**config.mk**
```make
export PLATFORM = sky130hd
export DESIGN_NAME = branch_sequencer
export DESIGN_NICKNAME = d
export VERILOG_FILES = /design/src/rtl/branch_sequencer.sv
export SDC_FILE = /design/constraint.sdc
export NUM_CORES = 1
export LEC_CHECK = 0
export CORE_ASPECT_RATIO = 0.8
export CORE_UTILIZATION = 30
export CTS_CLUSTER_DIAMETER = 120
export DETAILED_ROUTE_END_ITERATION = 7
export DONT_BUFFER_PORTS = 1
export SLEW_MARGIN = 10
export SYNTH_ARGS = -nofsm -noshare
export SYNTH_HDL_FRONTEND = slang
export SYNTH_SLANG_ARGS = --single-unit
```
**constraint.sdc**
```tcl
create_clock -name clk -period 2.07 [get_ports clk]
set_clock_uncertainty 0.15 [all_clocks]
set_input_delay 0.414 -clock clk [delete_from_list [all_inputs] [get_ports clk]]
set_output_delay 0.414 -clock clk [all_outputs]
set_load 0.005 [all_outputs]
```
**src/rtl/branch_sequencer.sv**
```systemverilog
// Branch/jump sequencer: time-shares the datapath ALU between branch compare and
// target calculation, then commits the next PC for one cycle.
module branch_sequencer #(
    parameter int          XLEN    = 32,
    parameter logic [3:0]  OP_ADD  = 4'd0,
    parameter logic [3:0]  OP_XOR  = 4'd4,
    parameter logic [3:0]  OP_SLT  = 4'd2,
    parameter logic [3:0]  OP_SLTU = 4'd3
) (
    input  logic            clk,
    input  logic            rst_n,
    input  logic            req_valid,
    output logic            req_ready,
    input  logic [1:0]      req_kind,
    input  logic [2:0]      req_cmp,
    input  logic [XLEN-1:0] req_pc,
    input  logic [XLEN-1:0] req_rs1,
    input  logic [XLEN-1:0] req_rs2,
    input  logic [XLEN-1:0] req_imm,
    input  logic            abort,
    output logic [3:0]      alu_op,
    output logic [XLEN-1:0] alu_a,
    output logic [XLEN-1:0] alu_b,
    input  logic [XLEN-1:0] alu_result,
    output logic            pc_we,
    output logic [XLEN-1:0] pc_next,
    output logic [XLEN-1:0] link_val,
    output logic            taken,
    output logic            flush_out,
    output logic            misalign,
    output logic            busy
);

    typedef enum logic [1:0] {
        ST_IDLE   = 2'd0,
        ST_CMP    = 2'd1,
        ST_TGT    = 2'd2,
        ST_COMMIT = 2'd3
    } state_t;

    localparam logic [XLEN-1:0] PC_STEP = XLEN'(4);
    localparam logic [1:0]      KIND_BR   = 2'b00;
    localparam logic [1:0]      KIND_JAL  = 2'b01;
    localparam logic [1:0]      KIND_JALR = 2'b10;

    state_t            state_q, state_d;
    logic [1:0]        kind_q, kind_d;
    logic [2:0]        cmp_q, cmp_d;
    logic [XLEN-1:0]   pc_q, pc_d;
    logic [XLEN-1:0]   rs1_q, rs1_d;
    logic [XLEN-1:0]   rs2_q, rs2_d;
    logic [XLEN-1:0]   imm_q, imm_d;
    logic [XLEN-1:0]   pc4_q, pc4_d;
    logic              pc_we_q, pc_we_d;
    logic              misalign_q, misalign_d;
    logic              taken_q, taken_d;
    logic [XLEN-1:0]   pc_next_q, pc_next_d;
    logic [XLEN-1:0]   link_q, link_d;
    logic [XLEN-1:0]   pc4_s;
    logic [XLEN-1:0]   target_s;
    logic              flag_s;
    logic              zero_s;

    // Private adder so the link value never needs an ALU slot.
    assign pc4_s  = req_pc + PC_STEP;
    assign zero_s = (alu_result == '0);

    // Next-state, request latching, ALU steering and commit-value computation.
    always_comb begin
        state_d    = state_q;
        kind_d     = kind_q;
        cmp_d      = cmp_q;
        pc_d       = pc_q;
        rs1_d      = rs1_q;
        rs2_d      = rs2_q;
        imm_d      = imm_q;
        pc4_d      = pc4_q;
        pc_we_d    = 1'b0;
        misalign_d = 1'b0;
        taken_d    = 1'b0;
        pc_next_d  = '0;
        link_d     = '0;
        alu_op     = OP_ADD;
        alu_a      = '0;
        alu_b      = '0;
        flag_s     = 1'b0;
        target_s   = '0;
        case (state_q)
            ST_IDLE: begin
                if (req_valid) begin
                    kind_d = req_kind;
                    cmp_d  = req_cmp;
                    pc_d   = req_pc;
                    rs1_d  = req_rs1;
                    rs2_d  = req_rs2;
                    imm_d  = req_imm;
                    pc4_d  = pc4_s;
                    case (req_kind)
                        KIND_BR:   state_d = ST_CMP;
                        KIND_JAL:  state_d = ST_TGT;
                        KIND_JALR: state_d = ST_TGT;
                        default: begin
                            // Reserved kind commits straight away as not taken.
                            state_d   = ST_COMMIT;
                            pc_we_d   = 1'b1;
                            pc_next_d = pc4_s;
                            link_d    = pc4_s;
                        end
                    endcase
                end else begin
                    state_d = ST_IDLE;
                end
            end
            ST_CMP: begin
                alu_a = rs1_q;
                alu_b = rs2_q;
                case (cmp_q)
                    3'b000: begin alu_op = OP_XOR;  flag_s = zero_s;         end
                    3'b001: begin alu_op = OP_XOR;  flag_s = ~zero_s;        end
                    3'b100: begin alu_op = OP_SLT;  flag_s = alu_result[0];  end
                    3'b101: begin alu_op = OP_SLT;  flag_s = ~alu_result[0]; end
                    3'b110: begin alu_op = OP_SLTU; flag_s = alu_result[0];  end
                    3'b111: begin alu_op = OP_SLTU; flag_s = ~alu_result[0]; end
                    default: begin alu_op = OP_XOR; flag_s = 1'b0;           end
                endcase
                if (abort) begin
                    state_d = ST_IDLE;
                end else if (flag_s) begin
                    state_d = ST_TGT;
                end else begin
                    state_d   = ST_COMMIT;
                    pc_we_d   = 1'b1;
                    pc_next_d = pc4_q;
                    link_d    = pc4_q;
                end
            end
            ST_TGT: begin
                alu_op = OP_ADD;
                alu_b  = imm_q;
                if (kind_q == KIND_JALR) begin
                    alu_a    = rs1_q;
                    target_s = {alu_result[XLEN-1:1], 1'b0};
                end else begin
                    alu_a    = pc_q;
                    target_s = alu_result;
                end
                if (abort) begin
                    state_d = ST_IDLE;
                end else begin
                    state_d    = ST_COMMIT;
                    taken_d    = 1'b1;
                    pc_next_d  = target_s;
                    link_d     = pc4_q;
                    misalign_d = target_s[1];
                    pc_we_d    = ~target_s[1];
                end
            end
            ST_COMMIT: state_d = ST_IDLE;
            default:   state_d = ST_IDLE;
        endcase
    end

    // State, request latches and registered commit outputs.
    always_ff @(posedge clk or negedge rst_n) begin
        if (!rst_n) begin
            state_q    <= ST_IDLE;
            kind_q     <= 2'b00;
            cmp_q      <= 3'b000;
            pc_q       <= '0;
            rs1_q      <= '0;
            rs2_q      <= '0;
            imm_q      <= '0;
            pc4_q      <= '0;
            pc_we_q    <= 1'b0;
            misalign_q <= 1'b0;
            taken_q    <= 1'b0;
            pc_next_q  <= '0;
            link_q     <= '0;
        end else begin
            state_q    <= state_d;
            kind_q     <= kind_d;
            cmp_q      <= cmp_d;
            pc_q       <= pc_d;
            rs1_q      <= rs1_d;
            rs2_q      <= rs2_d;
            imm_q      <= imm_d;
            pc4_q      <= pc4_d;
            pc_we_q    <= pc_we_d;
            misalign_q <= misalign_d;
            taken_q    <= taken_d;
            pc_next_q  <= pc_next_d;
            link_q     <= link_d;
        end
    end

    // An abort arriving in the commit cycle must still cancel the strobe.
    assign pc_we     = pc_we_q & ~abort;
    assign misalign  = misalign_q & ~abort;
    assign flush_out = pc_we & taken_q;
    assign taken     = taken_q;
    assign pc_next   = pc_next_q;
    assign link_val  = link_q;
    assign busy      = (state_q != ST_IDLE);
    assign req_ready = (state_q == ST_IDLE);

endmodule

```
Yosys cells after proc, flatten, opt, wreduce, memory -nomap -nowiden
Cells that the tools add are included.
{"block": "word_totals", "output_inout_bits": 138, "rom_bits": 0, "word_cells": 77, "input_bits": 169, "n_memories": 0, "ramBits": 0, "latchBits": 0, "reg_bits": 234}
{"block": "op_classes", "n_mux": 33, "n_mul": 0, "order_cmp": 0, "div": 0, "n_reduce_logical": 12, "bitwise": 7, "n_addsub": 1, "shift": 0, "n_eq_ne": 11}
{"op": "$mux 32", "count": 8}
{"op": "$pmux 32 s3", "count": 2}
{"op": "$pmux 32 s2", "count": 2}
{"op": "$add 32x3->32 const B", "count": 1}
{"op": "$logic_not 32->1", "count": 1}
{"op": "$eq 3x3->1 const B", "count": 4}
{"op": "$mux 1", "count": 12}
{"op": "$reduce_or 2->1", "count": 5}
{"op": "$eq 2x2->1 const B", "count": 4}
{"op": "$pmux 2 s4", "count": 1}
{"op": "$mux 2", "count": 3}
{"op": "$pmux 3 s2", "count": 1}
{"op": "$eq 2x1->1 const B", "count": 2}
{"op": "$logic_not 2->1", "count": 2}
{"op": "$mux 4", "count": 1}
{"op": "$not 1->1", "count": 4}
{"op": "$pmux 1 s4", "count": 1}
{"op": "$pmux 2 s2", "count": 1}
{"op": "$and 1x1->1", "count": 3}
{"op": "$eq 3x1->1 const B", "count": 1}
{"op": "$logic_not 3->1", "count": 1}
{"op": "$pmux 1 s3", "count": 1}
{"op": "$reduce_or 3->1", "count": 1}
{"op": "$reduce_and 2->1", "count": 1}
{"op": "$reduce_bool 2->1", "count": 1}

Longest topological paths before layout
{"block": "depth", "ltp_word": 7, "ltp_mapped": 10, "depth_no_buf": 7}

Worst setup path before layout
Ideal clock, no wire load.
{"block": "synth_timing", "path_type": "register to register", "start": "register state_q[0]", "end": "register link_q[3] (netlist: link_val[3])", "path_slack_ns": -0.202, "arrival_time_ns": 2.057, "stages_incl_launch_ff": 11, "setup_time_ns": 0.065, "required_ns": 1.855, "n_path_buf": 3, "cell_sequence": "dfrtp_1 -> inv_1 -> ha_1 -> buf_2 -> nor2b_1 -> clkbuf_1 -> nor3_1 -> o211a_1 -> nor4_1 -> buf_2 -> a22o_1"}
{"block": "synth_between", "elab_chain_cells": 2, "word_cells_on_any_way": 4, "cone_classes": "eq/ne (2); mux (1); reduce/logical (1)"}
{"item": "start: declaration", "line_no": "46", "rtl": "state_t state_q, state_d;"}
{"item": "start signal: assignment", "line_no": "180", "rtl": "state_q <= state_d;"}
{"item": "$eq 2x2->1, or another cell as far along", "line_no": "88", "rtl": "case (state_q)"}
{"item": "$pmux 32 s3 *", "line_no": "88"}
{"item": "net link_d[3]", "line_no": "58", "rtl": "logic [XLEN-1:0] link_q, link_d;"}
{"item": "end signal: assignment", "line_no": "192", "rtl": "link_q <= link_d;"}
{"item": "end: declaration", "line_no": "58"}
The timed path passes the listed nets; every way through them passes the cells marked *.
A chain may end at the register's enable or synchronous reset.

Worst setup path in the final report
{"block": "layout_timing", "start": "register state_q[0]", "end": "output port alu_a[28]"}
{"block": "layout_between", "elab_chain_cells": 2, "word_cells_on_any_way": 3, "cone_classes": "eq/ne (2); mux (1)"}
{"item": "$eq 2x2->1 or $eq 2x1->1 (tied branches)", "line_no": "88"}
{"item": "$pmux 32 s2 *", "line_no": "88"}
{"item": "end: declaration", "line_no": "22", "rtl": "output logic [XLEN-1:0] alu_a,"}
Mark *: on every way between the ends. The rest lies on a longest branch, timed or not.

==> qor.yml <==
fmax_mhz: 394
drt-met1-wl_um: 19000
worstPathCellList: "buf_6 > ha_4 > a31o_4 > clkbuf_16 > a22oi_1 > nor2b_1"
ant_nets: 0
area_growth_pct: 48.2
boundaryPins: 307
power.share.clock_pct: 20.8
die_height_um: 172
postLayoutCellArea_um2: 16100
whs_ns: -0.601
startpoint_type: "flop"
maxCapViolCount: 0
final_nets: 1365
placeableCoreArea_um2: 35200
synth.largest_area_cell: "dfrtp_1"
postCtsHoldBufs: 166
synth_cells: 955
drc_errors: 0
nFillCells: 3069
cts.sinks: 232
yosysSeqAreaShare_pct: 53.6
post-dp-hpwl_um: 25500
drive_above_1_share_pct: 36.8
vias: 9047
track_usage_pct: 21.7
ys_ff_latch: 232
p_comb_share_pct: 44.2
root_buffer: "clkbuf_16"
met2_length_um: 19300
worst_slew_pin_slew_ns: 0.696
muxShareOfSynthArea_pct: 14.1
die_width_um: 214
power_frac_seq_pct: 35.0
vdd_ir_drop_max_uv: 859
netlist.area_leader.share_pct: 53.6
wl_per_cell_um: 24.8
synthSimpleGateAreaFrac_pct: 13.6
synth-xor-area-share_pct: 1.86
arrival_ns: 1.97
wirelength_um: 41700
start_util_pct: 30.8
avgSynthCellArea_um2: 11.3
fin_crit_ns: 2.54
wl_met3_um: 2600
grt_pass1_vias: 9183
finalSetupViolCount: 67
numCtsBuffers: 26
ys_warn_count: 0
required_ns: 1.51
rsz0062_at_grt: "true"
slew-limit-headroom_pct: 53.6
max-clock-path-buffers: 3
period_share_pct: 123
finalWeightedCongestion: 0.841
clk_pin_slew_ns: 0.06
cts-htree-levels: 1
highest_layer: "met4"
critPathCaptureType: "output pin"
worstSkewPairLatency_ns: 0.56
power_mw: 23.4
worstSetupPathType: "reg -> out"
synth_fa_ha_area_share_pct: 0.808
first_pass_iters: 5
power_density_nw_per_um2: 1450
maxSlewViolCount: 0
cp_num_buf_inv: 2
synth_top_family_by_area: "multiplexers"
p_int_mw: 15.2
cp_slowest_cell: "dfrtp_1"
hold_viol_final: 232
synth-main-ff-cell: "dfrtp_1"
first_iter_violations: 650
synth_compound_area_share_pct: 12.7
power_switching_mw: 8.11
violations: "negative hold slack, negative setup slack"
ys_types: 52
crit_family: "compound AO/OA/AOI/OAI gates"
synth_area_leaders: "dfrtp_1 54%, mux2_2 14%, a22oi_1 4.5%, nor2b_1 3.9%, nand4_1 2.5%"
crit_fanout: 7
grt_start_max_net_pins: 233
synth_nets: 1131
grt_remaining_overflow: 0
via_per_inst: 5.38
setup_slack_ns: -0.469
leakagePower_nw: 6.46
min_path_type: "in -> async"
tns_ns: -25.22
synthTopCellsByCount: "232 x dfrtp_1, 131 x mux2_2, 68 x nor2b_1"
dieArea_um2: 36900
swShare_pct: 34.7
syn_area_um2: 10800
antenna_found_initial: 2
layout.cells.non_filler: 1681
status: "finished with violations"
critPathMaxStageDelay_ns: 0.40
grt_pass1_wl_um: 60600
post-synth-top-count-cell: "dfrtp_1"
cts_tree: "built"
synthArstFlopShare_pct: 100
rows: 61
dpl.cell_count: 1439
synth-edff-count: 0
numPortBuffers: 0
place_area_um2: 12100
state kept, by name, summed over array words and instances, names as in the netlist, 2 cells and up:
register and count:
imm_q 32, link_val 32, pc_next 32, pc_q 32
rs1_q 32, rs2_q 32, pc4_q 30, cmp_q 3
kind_q 2, state_q 2
stage by stage:
| stage | setup slack, ns | util, % |
|---|---|---|
| 6_report | -0.469 | 45.6 |
| 5_1_grt | -0.537 | 45.6 |
| 4_1_cts | -0.467 | 44.8 |
| 3_5_place_dp | -0.695 | 34.4 |
| 3_3_place_gp | -0.732 | 34.4 |
| 2_1_floorplan | -0.115 | - |
logic make-up (layout without fill, tap and decap cells):
kind of cell | after synthesis | in the layout
buffers and inverters | 90 | 342
and+or+nand+nor | 266 | 266
other | 1 | 3
muxes | 136 | 136
DFF | 232 | 232
xor gates and xnor gates | 23 | 23
AOI/OAI and AO/OA | 200 | 200
adders and majority gates | 7 | 7
routing by layer:
metal	vias to the layer above	track usage (%)
li1	3971	-
met3	55	4.27
met5	-	0
met1	4641	30.9
met4	0	5.25
met2	380	34.0
layout by cell type, fill, tap and decap left out, drive strengths merged, types with 8 or more instances in the layout:
master	instances
o2bb2ai	20
and2	12
mux2	131
nor2b	68
dfrtp	232
nor2	21
buf	114
inv	11
a21oi	27
and3	8
dlygate4sd3	166
a2bb2oi	11
clkbuf	40
nor4	17
nand4	43
xor2	16
nand2	59
o21ai	34
nand3	14
a22oi	65
a31oi	23
final cells by class:
cell class                      instances  area, um^2  area share (%)
Antenna cell                            2        5.00          0.0312
Clock buffer                           35         754            4.70
Clock inverter                         11         151           0.943
Inverter                               11        43.8           0.273
Multi-Input combinational cell        633        5510            34.3
Sequential cell                       232        5810            36.2
Tap cell                              472         591            3.68
Timing Repair Buffer                  285        3200            19.9
power groups by stage:
stage	registers [mW]	clock network [mW]	logic (mW)
floorplan	7.45	0	4.64
global placement	7.88	0	6.61
detailed placement	7.93	0	6.74
CTS	8.02	4.96	9.71
global route	8.39	5.14	10.9
finish	8.18	4.86	10.3
what timing repair did:
item                                   in CTS  in global routing
endpoints found under the hold margin     423                232
setup endpoints to repair                 123                143
pin swaps                                  18                 13
cloned                                     14                  5
buffers inserted                           11                  3
gates resized for setup                   148                 62
worst reg2reg max path: cells and delay by family (launching register included):
kind	cells	cell delay [ns]
and+or+nand+nor	4	0.63
adders and majority gates	1	0.20
DFF	1	0.44
buffers and inverters	2	0.34
AOI/OAI and AO/OA	1	0.18
path summary, 6_finish.rpt:
check                                 startpoint                     end  slack, ns  depth (start not counted)
min in group clk                   alu_result[0]    pc_next[0]$_DFF_PN0_       0.04                          2
max                         state_q[0]$_DFF_PN0_               alu_a[28]      -0.47                          6
min reg2reg                pc4_q[13]$_DFFE_PN0P_   pc4_q[13]$_DFFE_PN0P_       0.34                          2
max reg2reg                 state_q[1]$_DFF_PN0_   link_val[1]$_DFF_PN0_       0.02                          8
max in group asynchronous                  rst_n    pc_q[28]$_DFFE_PN0P_       1.76                          0
min                                        rst_n  link_val[21]$_DFF_PN0_      -0.60                          0
Note: power is estimated with default switching activity, not from simulation.
